===== config.mk =====
export PLATFORM = sky130hd
export DESIGN_NAME = spi_loader
export DESIGN_NICKNAME = d
export VERILOG_FILES = /design/src/rtl/tiny_proc_pkg.sv /design/src/rtl/sync_ff.sv /design/src/rtl/spi_loader.sv
export SDC_FILE = /design/constraint.sdc
export NUM_CORES = 1
export LEC_CHECK = 0
export ABC_CLOCK_PERIOD_IN_PS = 5100
export CORE_ASPECT_RATIO = 0.8
export CORE_UTILIZATION = 45
export CTS_CLUSTER_SIZE = 16
export DETAILED_ROUTE_END_ITERATION = 10
export PLACE_DENSITY = 0.68
export RECOVER_POWER = 50
export SYNTH_ARGS = -nofsm -noshare
export SYNTH_HDL_FRONTEND = slang
export SYNTH_HIERARCHICAL = 1
export SYNTH_SLANG_ARGS = --single-unit

===== constraint.sdc =====
create_clock -name clk -period 5.1 [get_ports clk]
set_input_delay 0.765 -clock clk [delete_from_list [all_inputs] [get_ports clk]]
set_output_delay 0.765 -clock clk [all_outputs]
set_load 0.02 [all_outputs]

===== src/rtl/tiny_proc_pkg.sv =====
// Shared loader types and constants. Frame length follows LOADER_PARITY_EN
// (8 data bits, plus a trailing even-parity bit when the macro is defined).
package tiny_proc_pkg;

    typedef enum logic [1:0] {
        ST_IDLE   = 2'd0,
        ST_LOAD_I = 2'd1,
        ST_LOAD_D = 2'd2,
        ST_ERR    = 2'd3
    } loader_state_e;

`ifdef LOADER_PARITY_EN
    localparam int FRAME_BITS = 9;
`else
    localparam int FRAME_BITS = 8;
`endif

    localparam int DEF_IMEM_AW = 4;
    localparam int DEF_DMEM_AW = 4;
    localparam int BITCNT_W    = 4;
    // Bits held before the final sample; the last bit feeds wdata or the parity check directly.
    localparam int SREG_W      = FRAME_BITS - 1;

endpackage


===== src/rtl/sync_ff.sv =====
// Multi-flop synchronizer for one asynchronous input, with a selectable reset value.
module sync_ff #(
    parameter int   DEPTH   = 2,
    parameter logic RST_VAL = 1'b0
) (
    input  logic clk,
    input  logic rst,
    input  logic d,
    output logic q
);

    logic [DEPTH-1:0] ff_q;
    logic [DEPTH-1:0] ff_d;

    always_comb begin
        ff_d = {ff_q[DEPTH-2:0], d};
    end

    always_ff @(posedge clk or posedge rst) begin
        if (rst) ff_q <= {DEPTH{RST_VAL}};
        else     ff_q <= ff_d;
    end

    assign q = ff_q[DEPTH-1];

endmodule


===== src/rtl/spi_loader.sv =====
// Serial loader filling instruction/data memories and gating the processor.
// Define LOADER_PARITY_EN for 9-bit frames with even-parity checking.
import tiny_proc_pkg::*;

module spi_loader #(
    parameter int IMEM_AW     = DEF_IMEM_AW,
    parameter int DMEM_AW     = DEF_DMEM_AW,
    parameter int SYNC_STAGES = 2
) (
    input  logic               clk,
    input  logic               rst,
    input  logic               proc_en,
    input  logic               csi,
    input  logic               csd,
    input  logic               mosi,
    output logic               imem_we,
    output logic [IMEM_AW-1:0] imem_addr,
    output logic               dmem_we,
    output logic [DMEM_AW-1:0] dmem_addr,
    output logic [7:0]         wdata,
    output logic               proc_run,
    output logic               busy,
    output logic               err,
    output logic               ovf,
    output logic               perr
);

    localparam int NSYNC = 4;
    // Selects idle high, data and enable idle low: {proc_en, csi, csd, mosi}.
    localparam logic [NSYNC-1:0]    SYNC_RST = 4'b0110;
    localparam logic [BITCNT_W-1:0] LAST_BIT = BITCNT_W'(FRAME_BITS - 1);

    logic [NSYNC-1:0] async_in;
    logic [NSYNC-1:0] sync_out;
    logic             proc_en_s, csi_s, csd_s, mosi_s;

    assign async_in = {proc_en, csi, csd, mosi};

    for (genvar i = 0; i < NSYNC; i++) begin : g_sync
        sync_ff #(
            .DEPTH   (SYNC_STAGES),
            .RST_VAL (SYNC_RST[i])
        ) u_sync (
            .clk (clk),
            .rst (rst),
            .d   (async_in[i]),
            .q   (sync_out[i])
        );
    end

    assign {proc_en_s, csi_s, csd_s, mosi_s} = sync_out;

    loader_state_e       state_q, state_d;
    logic [BITCNT_W-1:0] bitcnt_q, bitcnt_d;
    logic [SREG_W-1:0]   sreg_q, sreg_d;
    logic [7:0]          wdata_q, wdata_d;
    logic [IMEM_AW-1:0]  iaddr_q, iaddr_d;
    logic [DMEM_AW-1:0]  daddr_q, daddr_d;
    logic                imem_we_q, imem_we_d;
    logic                dmem_we_q, dmem_we_d;
    logic                err_q, err_d;
    logic                ovf_q, ovf_d;
    logic                perr_q, perr_d;
    logic                proc_run_q, proc_run_d;
    logic                own_sel_n, oth_sel_n, frame_ok;

    always_comb begin
        state_d    = state_q;
        bitcnt_d   = bitcnt_q;
        sreg_d     = sreg_q;
        wdata_d    = wdata_q;
        iaddr_d    = iaddr_q;
        daddr_d    = daddr_q;
        imem_we_d  = 1'b0;
        dmem_we_d  = 1'b0;
        err_d      = err_q;
        ovf_d      = ovf_q;
        perr_d     = perr_q;
        proc_run_d = proc_en_s && (state_q == ST_IDLE);
        own_sel_n  = 1'b1;
        oth_sel_n  = 1'b1;
        frame_ok   = 1'b0;

        // Address advances on the cycle the strobe is visible.
        if (imem_we_q) begin
            iaddr_d = iaddr_q + 1'b1;
            if (&iaddr_q) ovf_d = 1'b1;
        end
        if (dmem_we_q) begin
            daddr_d = daddr_q + 1'b1;
            if (&daddr_q) ovf_d = 1'b1;
        end

        case (state_q)
            ST_IDLE: begin
                if (!csi_s && !csd_s) begin
                    state_d = ST_ERR;
                    err_d   = 1'b1;
                end else if (!csi_s) begin
                    state_d  = ST_LOAD_I;
                    bitcnt_d = '0;
                    iaddr_d  = '0;
                    err_d    = 1'b0;
                    ovf_d    = 1'b0;
                    perr_d   = 1'b0;
                end else if (!csd_s) begin
                    state_d  = ST_LOAD_D;
                    bitcnt_d = '0;
                    daddr_d  = '0;
                    err_d    = 1'b0;
                    ovf_d    = 1'b0;
                    perr_d   = 1'b0;
                end
            end
            ST_LOAD_I, ST_LOAD_D: begin
                own_sel_n = (state_q == ST_LOAD_I) ? csi_s : csd_s;
                oth_sel_n = (state_q == ST_LOAD_I) ? csd_s : csi_s;
                if (!oth_sel_n) begin
                    state_d  = ST_ERR;
                    err_d    = 1'b1;
                    bitcnt_d = '0;
                end else if (own_sel_n) begin
                    state_d  = ST_IDLE;
                    bitcnt_d = '0;
                end else begin
                    sreg_d = {sreg_q[SREG_W-2:0], mosi_s};
                    if (bitcnt_q == LAST_BIT) begin
                        bitcnt_d = '0;
`ifdef LOADER_PARITY_EN
                        if (^{sreg_q, mosi_s}) begin
                            perr_d = 1'b1;
                        end else begin
                            wdata_d  = sreg_q;
                            frame_ok = 1'b1;
                        end
`else
                        wdata_d  = {sreg_q, mosi_s};
                        frame_ok = 1'b1;
`endif
                    end else begin
                        bitcnt_d = bitcnt_q + 1'b1;
                    end
                end
                imem_we_d = frame_ok && (state_q == ST_LOAD_I);
                dmem_we_d = frame_ok && (state_q == ST_LOAD_D);
            end
            ST_ERR: begin
                if (csi_s && csd_s) state_d = ST_IDLE;
            end
            default: state_d = ST_IDLE;
        endcase
    end

    always_ff @(posedge clk or posedge rst) begin
        if (rst) begin
            state_q    <= ST_IDLE;
            bitcnt_q   <= '0;
            sreg_q     <= '0;
            wdata_q    <= '0;
            iaddr_q    <= '0;
            daddr_q    <= '0;
            imem_we_q  <= 1'b0;
            dmem_we_q  <= 1'b0;
            err_q      <= 1'b0;
            ovf_q      <= 1'b0;
            perr_q     <= 1'b0;
            proc_run_q <= 1'b0;
        end else begin
            state_q    <= state_d;
            bitcnt_q   <= bitcnt_d;
            sreg_q     <= sreg_d;
            wdata_q    <= wdata_d;
            iaddr_q    <= iaddr_d;
            daddr_q    <= daddr_d;
            imem_we_q  <= imem_we_d;
            dmem_we_q  <= dmem_we_d;
            err_q      <= err_d;
            ovf_q      <= ovf_d;
            perr_q     <= perr_d;
            proc_run_q <= proc_run_d;
        end
    end

    assign imem_we   = imem_we_q;
    assign imem_addr = iaddr_q;
    assign dmem_we   = dmem_we_q;
    assign dmem_addr = daddr_q;
    assign wdata     = wdata_q;
    assign proc_run  = proc_run_q;
    assign busy      = (state_q != ST_IDLE);
    assign err       = err_q;
    assign ovf       = ovf_q;
    assign perr      = perr_q;

endmodule


# Yosys cells after proc, flatten, opt, wreduce, memory -nomap -nowiden
# Cells that the tools add are included.
[word_totals]
regBits = 43
input_bits = 6
out_inout_bits = 23
word_cells = 95
[op_classes]
addsub = 3
eq_ne = 11
n_mux = 44
n_bitwise = 2
reduce_logical = 19
[op_table]
columns = ["operator", "n"]
rows = [
  ["two-way mux 4 bit", 15],
  ["two-way mux 1 bit", 20],
  ["AND reduction 3 bit", 5],
  ["adder 4 x 1 -> 4 bit, second input constant", 3],
  ["two-way mux 2 bit", 6],
  ["AND reduction 4 bit", 3],
  ["!= test 2 bit, second input constant", 4],
  ["case mux 4 bit (2 select lines)", 1],
  ["!= test 3 bit, second input constant", 2],
  ["case mux 2 bit (3 select lines)", 1],
  ["logical AND 1 bit", 5],
  ["== test 2 bit, second input constant", 2],
  ["== test 4 x 3 -> 1 bit, second input constant", 1],
  ["!= test 4 bit, second input constant", 1],
  ["nonzero test 2 bit", 2],
  ["== test 2 x 1 -> 1 bit, second input constant", 1],
  ["logical NOT 1 bit", 2],
  ["logical NOT 2 bit", 1],
  ["inverter 1 bit", 2],
  ["case mux 1 bit (2 select lines)", 1],
  ["OR reduction 2 bit", 1],
]

# Depth between registers and ports, before layout
# Gate-level depths: netlist (run 1).
[depth]
word_depth = 9
ltp_mapped = 6
ltp_nobuf = 5

# By module
# The synthesis (run 1) kept the hierarchy.
[by_module_without_submodules]
columns = ["module", "instances", "cells_each", "area_per_inst_um2", "seq_area_each_um2"]
rows = [
  ["spi_loader", 1, 137, 1706.6, 850.8],
  ["sync_ff at g_sync[1].u_sync ...", 2, 3, 56.3, 52.6],
  ["sync_ff at g_sync[0].u_sync ...", 2, 3, 53.8, 50.0],
]

# Least setup slack after synthesis (run 1)
# No wires, ideal clock.
[synth_timing]
kind = "register to register"
from = "register state_q[0]"
to = "register wdata_q[0], in the netlist wdata[0]"
setup_ns = 0.125
arrival_ns = 1.640
required_ns = 4.975
slack_ns = 3.336
stages_incl_launch_ff = 7
path_buffers = 1
synth_period_minus_slack_ns = 1.764
cell_sequence = "dfrtp_1 > inv_1 > ha_1 > buf_4 > nand4b_4 > a21oi_4 > mux2_2"
[synth_via]
elab_chain_cells = 4
elab_cells_between_ends = 7
cone_classes = "eq/ne: 2; mux: 2; bitwise: 1; reduce/logical: 2"
[synth_rtl]
columns = ["element", "line_no", "rtl"]
rows = [
  ["start: declaration", "spi_loader.sv:53", "loader_state_e state_q, state_d;"],
  ["start signal: assignment", "spi_loader.sv:169", "state_q <= state_d;"],
  ["== test 2 x 1 -> 1 bit", "spi_loader.sv:94, spi_loader.sv:116, spi_loader.sv:117", ""],
  ["two-way mux 1 bit", "spi_loader.sv:116", "own_sel_n = (state_q == ST_LOAD_I) ? csi_s : csd_s;"],
  ["inverter 1 bit (no line)", "n/a", ""],
  ["AND reduction 4 bit (no line) *", "n/a", ""],
  ["end signal: assignment", "spi_loader.sv:172", "wdata_q <= wdata_d;"],
  ["end: declaration", "spi_loader.sv:56", "logic [7:0] wdata_q, wdata_d;"],
]
# Mark *: on every way between the ends. The rest lies on a longest branch, timed or not.
# A chain may end at the register's enable or synchronous reset.

# Final worst setup path (run 1)
[layout_timing]
from = "register state_q[1]"
to = "output port busy"
[layout_via]
elab_chain_cells = 1
[layout_rtl]
columns = ["element", "line_no", "rtl"]
rows = [
  ["nonzero test 2 bit", "spi_loader.sv:190", "assign busy = (state_q != ST_IDLE);"],
  ["end: declaration", "spi_loader.sv:22", "output logic busy,"],
]
# Every way passes these cells.

==> load_flow_metrics.sql, run 1 <==
INSERT INTO impl_metrics (metric_group, metric, value, unit) VALUES
('run_status', 'status', 'complete, but fails checks', ''),
('pwr', 'switching_share', '32.5', '%'),
('clock_network', 'clockRootBuffer', 'clkbuf_8', ''),
('sta', 'slew_headroom', '-20.0', '%'),
('grt', 'initial_antenna_violation_count', '0', ''),
('pwr', 'worst_ir_drop_vdd', '0.257', 'mV'),
('route', 'detail_route.wl_per_cell', '13.8', 'um'),
('cells_and_area', 'non_filler_instance_count_after_layout', '234', ''),
('setup_path', 'path_class', 'reg -> out', ''),
('route', 'post_drt_via_cell_ratio', '5.03', ''),
('setup_path', 'timing.critical_path.buf_inv', '3', ''),
('route', 'ant_nets', '0', ''),
('sta', 'finalMaxSlewViolations', '35', ''),
('cells_and_area', 'layout-drive-gt1-share', '20.1', '%'),
('clock_network', 'insertion_delay', '0.29', 'ns'),
('clock_network', 'htreeDepth', '2', ''),
('route', 'drt_wirelength', '3220', 'um'),
('logic_synthesis', 'async_reset_ff_share', '100', '%'),
('placement', 'dp_hpwl', '2300', 'um'),
('logic_synthesis', 'synth_top_flop_cell', 'dfrtp_1', ''),
('setup_path', 'timing.critical_path.mode_cell', 'inv_1', ''),
('pwr', 'power.sequential.fraction', '43.1', '%'),
('setup_path', 'timing.critical_path.fanout_max', '12', ''),
('die', 'die-height', '60.5', 'um'),
('die', 'io_pins', '29', ''),
('die', 'floorplan.die.width', '75.2', 'um'),
('grt', 'grt_pass1_wl', '5560', 'um'),
('setup_path', 'critical_path_arrival', '1.93', 'ns'),
('clock_network', 'cts_resized', '0', ''),
('setup_path', 'critical_path.endpoint_type', 'output port', ''),
('route', 'drc', '0', ''),
('sta', 'final_hold_viol_count', '0', ''),
('setup_path', 'critPathMaxStageDelay', '0.56', 'ns'),
('setup_path', 'cp_cell_sequence', 'inv_1 > ha_1 > inv_1 > clkdlybuf4s50_1', ''),
('pwr', 'comb_power_share', '32.1', '%'),
('route', 'via_count', '1177', ''),
('clock_network', 'tritoncts', 'built', ''),
('cells_and_area', 'area_growth_from_synthesis_to_layout', '20.9', '%'),
('sta', 'fmaxAchievable', '371', 'MHz'),
('cells_and_area', 'num-fill-cells', '338', ''),
('setup_path', 'worstSetupStartpointType', 'register', ''),
('route', 'detailedRoute.firstPassIterationCount', '4', ''),
('placement', 'routabilityCongestion', '0.727', ''),
('logic_synthesis', 'synth-edff-count', '0', ''),
('sta', 'rsz0062_at_grt', 'no', ''),
('grt', 'grt_max_degree', '35', ''),
('sta', 'fin_setup_tns', '0', 'ns'),
('logic_synthesis', 'ys_ff_latch', '42', ''),
('logic_synthesis', 'syn-instance-count', '149', ''),
('sta', 'final.period_utilization', '52.8', '%'),
('die', 'floorplan.core_area', '3950', 'um2'),
('setup_path', 'timing.critical_path.slowest_stage_cell', 'clkdlybuf4s50_1', ''),
('run_status', 'failed_checks', 'capacitance limit, slew limit', ''),
('logic_synthesis', 'avgSynthCellArea', '12.9', 'um2'),
('logic_synthesis', 'synth.yosys.warnings', '6', ''),
('sta', 'fin_worst_skew', '0.00629', 'ns'),
('pwr', 'power-per-cell-area', '423', 'nW/um2'),
('sta', 'period_minus_slack', '2.69', 'ns'),
('cells_and_area', 'final_net_count', '191', ''),
('pwr', 'leak_pwr', '0.00108', 'uW'),
('clock_network', 'post-cts-setup-buffer-count', '0', ''),
('flow_run', 'cap_violations', '1', ''),
('clock_network', 'clock_sink_count', '42', ''),
('placement', 'buffer_ports.inserted', '27', ''),
('route', 'iteration_0_drc_count_of_the_detailed_router', '48', ''),
('clock_network', 'clk_transition_reported_paths', '0.08', 'ns'),
('sta', 'setup_viol_count_final', '0', ''),
('logic_synthesis', 'synth_nets', '162', ''),
('cells_and_area', 'layout.area.seq', '1060', 'um2'),
('cells_and_area', 'multiInputGateArea', '787', 'um2'),
('setup_path', 'critical-path-top-delay-family', 'buffers and inverters', '');
path summary, 6_finish.rpt:
kind / from / endpoint / slack, ns / depth (start not counted)
max: state_q[1] / busy / 2.41 / 4
min: g_sync[3].u_sync/ff_q[0] / g_sync[3].u_sync/ff_q[1] / 0.35 / 0
max reg2reg: state_q[1] / wdata[3] / 2.96 / 5
min reg2reg: g_sync[3].u_sync/ff_q[0] / g_sync[3].u_sync/ff_q[1] / 0.35 / 0
max in group asynchronous: rst / wdata[1] / 2.42 / 3
min in group asynchronous: rst / g_sync[3].u_sync/ff_q[0] / 0.85 / 2
cell usage after synthesis (all sizes together) (2+ instances only):
cell type	number	area, um2
a2111oi	2	17.5
nand2b	2	12.5
a211oi	2	15.0
nor3b	4	30.0
buf	6	50.0
nand2	4	17.5
ha	7	87.6
a211o	2	17.5
nand4	3	18.8
xnor2	2	17.5
xor2	5	51.3
a21oi	3	26.3
dfstp	4	105
o21ai	2	10.0
and2	3	21.3
nor2	11	41.3
inv	9	33.8
a22o	2	17.5
mux2	16	184
dfrtp	38	951
mux2i	3	30.0
nand3	2	10.0
nor2b	3	18.8
metrics by stage:
| stage | total power, uW | hold WS (ns) | util [%] | area, um2 | setup WS, ns |
|---|---|---|---|---|---|
| 6_report | 986 | 0.353 | 58.9 | 2330 | 2.41 |
| 5_1_grt | 1050 | 0.368 | 58.9 | 2330 | 1.99 |
| 4_1_cts | 998 | 0.357 | 59.0 | 2330 | 2.41 |
| 3_5_place_dp | 752 | 0.340 | 56.2 | 2220 | 2.75 |
| 3_3_place_gp | 730 | 0.340 | 56.2 | 2220 | 2.82 |
| 2_1_floorplan | 684 | 0.331 | - | 1930 | 3.34 |
cell type report:
cell class,count,area share (%)
flip-flops and latches,42,45.3
multi-input cells,92,33.8
repair buffers,28,11.8
clock buffers,8,4.73
well taps,55,2.95
inverters,9,1.45
flip-flops by register name, summed over array words and instances, names as in the netlist:
| register | count |
|---|---|
| imem_addr | 4 |
| dmem_addr | 4 |
| bitcnt_q | 4 |
| ovf | 1 |
| sreg_q | 7 |
| err | 1 |
| proc_run | 1 |
| g_sync.u_sync/ff_q | 8 |
| state_q | 2 |
| dmem_we | 1 |
| wdata | 8 |
| imem_we | 1 |
placed cells by master, fill, tap and decap left out, drive strengths merged, types with 4 or more instances in the layout:
cell type,count
clkbuf,9
clkdlybuf4s50,22
dfrtp,38
dfstp,4
dlygate4sd3,5
ha,7
inv,9
mux2,16
nand2,4
nor2,11
nor3b,4
xor2,5
per-layer routing:
metal / share of wire, % / vias up / global-route usage [%]
met5: 0 / - / 0
met4: 0.59 / 0 / 5.56
met3: 3.7 / 2 / 4.49
met2: 49 / 30 / 28.6
met1: 47 / 574 / 21.6
li1: - / 571 / -
power by group through the flow:
stage | clock, uW | sequential, uW | combinational (uW)
final | 245 | 425 | 316
after floorplan | 0 | 424 | 260
after global routing | 269 | 434 | 350
after detailed placement | 0 | 432 | 320
after global placement | 0 | 425 | 305
after CTS | 251 | 425 | 321
logic make-up (layout without fill, tap and decap cells):
group	after synthesis	in the layout	synth area share [%]
adder cells (fa/ha/maj)	7	7	4.55
other	1	1	0.195
flip-flops	42	42	54.8
XOR/XNOR	7	7	3.57
multiplexers	19	19	11.1
buffers and inverters	15	45	4.35
AO/OA/AOI/OAI	20	20	8.44
AND/OR/NAND/NOR	38	38	13.0
Note: power is estimated with default switching activity, not from simulation.
==> run 2: changes to the inputs <==
--- a/config.mk
+++ b/config.mk
@@ -5,12 +5,12 @@
 export SDC_FILE = /design/constraint.sdc
 export NUM_CORES = 1
 export LEC_CHECK = 0
-export ABC_CLOCK_PERIOD_IN_PS = 5100
+export ABC_CLOCK_PERIOD_IN_PS = 2400
 export CORE_ASPECT_RATIO = 0.8
 export CORE_UTILIZATION = 45
 export CTS_CLUSTER_SIZE = 16
 export DETAILED_ROUTE_END_ITERATION = 10
-export PLACE_DENSITY = 0.68
+export PLACE_DENSITY = 0.71
 export RECOVER_POWER = 50
 export SYNTH_ARGS = -nofsm -noshare
 export SYNTH_HDL_FRONTEND = slang
==> constraint.sdc (replaced) <==
create_clock -name clk -period 2.4 [get_ports clk]
set_input_delay 0.36 -clock clk [delete_from_list [all_inputs] [get_ports clk]]
set_output_delay 0.36 -clock clk [all_outputs]
set_load 0.02 [all_outputs]
==> run 2 against run 1 <==
Compared with the run above: critical path type unchanged; wire length up 5.3%; power up 110%; sequential cell count unchanged; the flow now finishes without violations.
==> load_flow_metrics.sql, run 2 (same netlist as run 1, synthesis figures left out) <==
INSERT INTO impl_metrics (metric_group, metric, value, unit) VALUES
('run_status', 'status', 'complete, no violations', ''),
('die', 'die-area', '4550', 'um2'),
('grt', 'number_of_global_route_vias_before_repair', '1168', ''),
('die', 'starting_density_of_the_core', '48.7', '%'),
('setup_path', 'ff2ff_setup_slack', '0.31', 'ns'),
('clock_network', 'clock_sink_count', '42', ''),
('hold_path', 'hold_path.startpoint', 'g_sync[3].u_sync/ff_q[0]', ''),
('grt', 'gr_usage_total', '17.6', '%'),
('placement', 'post_placement_setup_slack', '0.298', 'ns'),
('setup_path', 'critPathMaxStageDelay', '0.62', 'ns'),
('clock_network', 'clockRootBuffer', 'clkbuf_8', ''),
('cells_and_area', 'num-fill-cells', '347', ''),
('sta', 'rsz0062_at_grt', 'no', ''),
('route', 'iteration_0_drc_count_of_the_detailed_router', '82', ''),
('pwr', 'worst_ir_drop_vdd', '0.627', 'mV'),
('sta', 'setup_viol_count_final', '0', ''),
('setup_path', 'critical_path_arrival', '1.74', 'ns'),
('grt', 'use_met3', '6.31', '%'),
('setup_path', 'critical_path.endpoint_type', 'output port', ''),
('grt', 'grt_pass1_wl', '5690', 'um'),
('sta', 'post_route_setup_slack', '0.297', 'ns'),
('pwr', 'power.sequential.fraction', '42.8', '%'),
('clock_network', 'cts_resized', '0', ''),
('setup_path', 'critical-path-top-delay-family', 'buffers and inverters', ''),
('setup_path', 'crit_path_start', 'state_q[0]', ''),
('hold_path', 'holdCritPathClass', 'reg -> reg', ''),
('setup_path', 'worstSetupStartpointType', 'register', ''),
('sta', 'finalMaxSlewViolations', '0', ''),
('pwr', 'switchingPower', '689', 'uW'),
('setup_path', 'path_class', 'reg -> out', ''),
('setup_path', 'critical_path_required', '2.04', 'ns'),
('route', 'detail_route.wl_per_cell', '14.4', 'um'),
('route', 'post_drt_via_cell_ratio', '5.17', ''),
('grt', 'grt_max_degree', '35', ''),
('clock_network', 'clk_transition_reported_paths', '0.07', 'ns'),
('cells_and_area', 'final_net_count', '192', ''),
('sta', 'period_minus_slack', '2.10', 'ns'),
('route', 'detailedRoute.firstPassIterationCount', '4', ''),
('cells_and_area', 'most-common-layout-cells', 'dfrtp_1, clkdlybuf4s50_1, mux2_2, nor2_1, inv_1', ''),
('clock_network', 'cts_max_path_buffers', '2', ''),
('clock_network', 'cts_made_buffers', '5', ''),
('clock_network', 'post-cts-setup-buffer-count', '0', ''),
('placement', 'buffer_ports.inserted', '27', ''),
('die', 'floorplan.core_area', '3950', 'um2'),
('sta', 'final.period_utilization', '87.6', '%'),
('cells_and_area', 'antenna_cells', '0', ''),
('cells_and_area', 'layout-drive-gt1-share', '20.6', '%'),
('route', 'ant_nets', '0', ''),
('pwr', 'power', '2120', 'uW'),
('pwr', 'cell_internal_pwr', '1430', 'uW'),
('sta', 'final_hold_viol_count', '0', ''),
('grt', 'global_route.usage.met1', '23.3', '%'),
('pwr', 'switching_share', '32.5', '%'),
('setup_path', 'timing.critical_path.fanout_max', '4', ''),
('sta', 'fin_worst_hold_slack', '0.364', 'ns'),
('grt', 'initial_antenna_violation_count', '0', ''),
('pwr', 'power.clock.fraction', '25.1', '%'),
('clock_network', 'insertion_delay', '0.29', 'ns'),
('placement', 'dp_hpwl', '2500', 'um'),
('setup_path', 'timing.critical_path.mode_cell', 'inv_1', ''),
('grt', 'global_route.peak_usage_layer', 'met2', ''),
('sta', 'fmaxAchievable', '476', 'MHz'),
('die', 'io_pins', '29', ''),
('grt', 'grt.overflow.total', '0', ''),
('sta', 'tightestPinTransition', '0.844', 'ns'),
('setup_path', 'timing.critical_path.buf_inv', '3', ''),
('route', 'drt_wirelength', '3390', 'um'),
('sta', 'fin_worst_skew', '0.00568', 'ns'),
('setup_path', 'regToRegStartpoint', 'state_q[0]', ''),
('clock_network', 'tritoncts', 'built', ''),
('pwr', 'power-per-cell-area', '908', 'nW/um2'),
('grt', 'grt_use_met2', '27.3', '%'),
('die', 'rows', '20', ''),
('die', 'die-height', '60.5', 'um'),
('cells_and_area', 'area_growth_from_synthesis_to_layout', '21.1', '%'),
('pwr', 'comb_power_share', '32.0', '%'),
('die', 'floorplan.die.width', '75.2', 'um'),
('setup_path', 'cp_cell_sequence', 'inv_1 > ha_1 > inv_1 > clkdlybuf4s50_1', ''),
('route', 'drc', '0', ''),
('clock_network', 'htreeDepth', '2', ''),
('sta', 'fin_setup_tns', '0', 'ns'),
('placement', 'routabilityCongestion', '0.745', ''),
('setup_path', 'timing.critical_path.slowest_stage_cell', 'clkdlybuf4s50_1', ''),
('cells_and_area', 'layout_commonest_cell', 'dfrtp_1', ''),
('pwr', 'leak_pwr', '0.00108', 'uW'),
('route', 'via_count', '1216', ''),
('flow_run', 'cap_violations', '0', ''),
('sta', 'slew_headroom', '43.7', '%'),
('clock_network', 'ctsHoldBuffers', '0', '');
[run 2: cell types whose count changed in the layout (fill, tap and decap cells not counted)]
cell,delta
clkinv_2,+2
clkbuf_8,-3
clkbuf_2,+1
bufinv_16,+1
and2_0,-1
and2_1,+1
[run 2: power groups by stage]
stage               clock network (uW)  registers (uW)  logic [uW]
finish                             532             908         679
global route                       584             926         748
CTS                                552             907         687
detailed placement                   0             920         686
global placement                     0             909         660
floorplan                            0             901         552
[run 2: area by class of cell]
class | count | area (um2) | share of cell area, %
flip-flops and latches | 42 | 1060 | 45.3
multi-input cells | 92 | 787 | 33.7
repair buffers | 29 | 279 | 12.0
clock buffers | 5 | 68.8 | 2.95
well taps | 55 | 68.8 | 2.95
clock inverters | 3 | 40.0 | 1.72
inverters | 9 | 33.8 | 1.45
[run 2: worst paths after layout]
check | end | cells past startpoint
worst max-delay path | busy | 4
min in group asynchronous | g_sync[0].u_sync/ff_q[0] | 2
worst min register to register | g_sync[3].u_sync/ff_q[1] | 0
worst max register to register | wdata[3] | 5
worst min-delay path | g_sync[3].u_sync/ff_q[1] | 0
max in group asynchronous | imem_addr[1] | 3
[run 2: metal layers]
layer	share of wire [%]	up-vias
met3	4.4	5
met2	48	23
li1	-	578
met4	1.1	0
met1	47	610
met5	0	-
[run 2: per-stage QoR]
step                      instance area [um2]  cells  util (%)
after CTS                                2340    235      59.2
after global routing                     2330    235      59.0
after floorplan                          1930    149         -
final                                    2330    235      59.0
after global placement                   2230    227      56.4
after detailed placement                 2230    227      56.4
[run 2: worst reg2reg max path, cell delays in order (launching register included)]
cell      delay (ns)
dfrtp_1         0.41
inv_1           0.09
ha_1            0.55
nand4b_4        0.20
a21oi_4         0.35
mux2_2          0.38
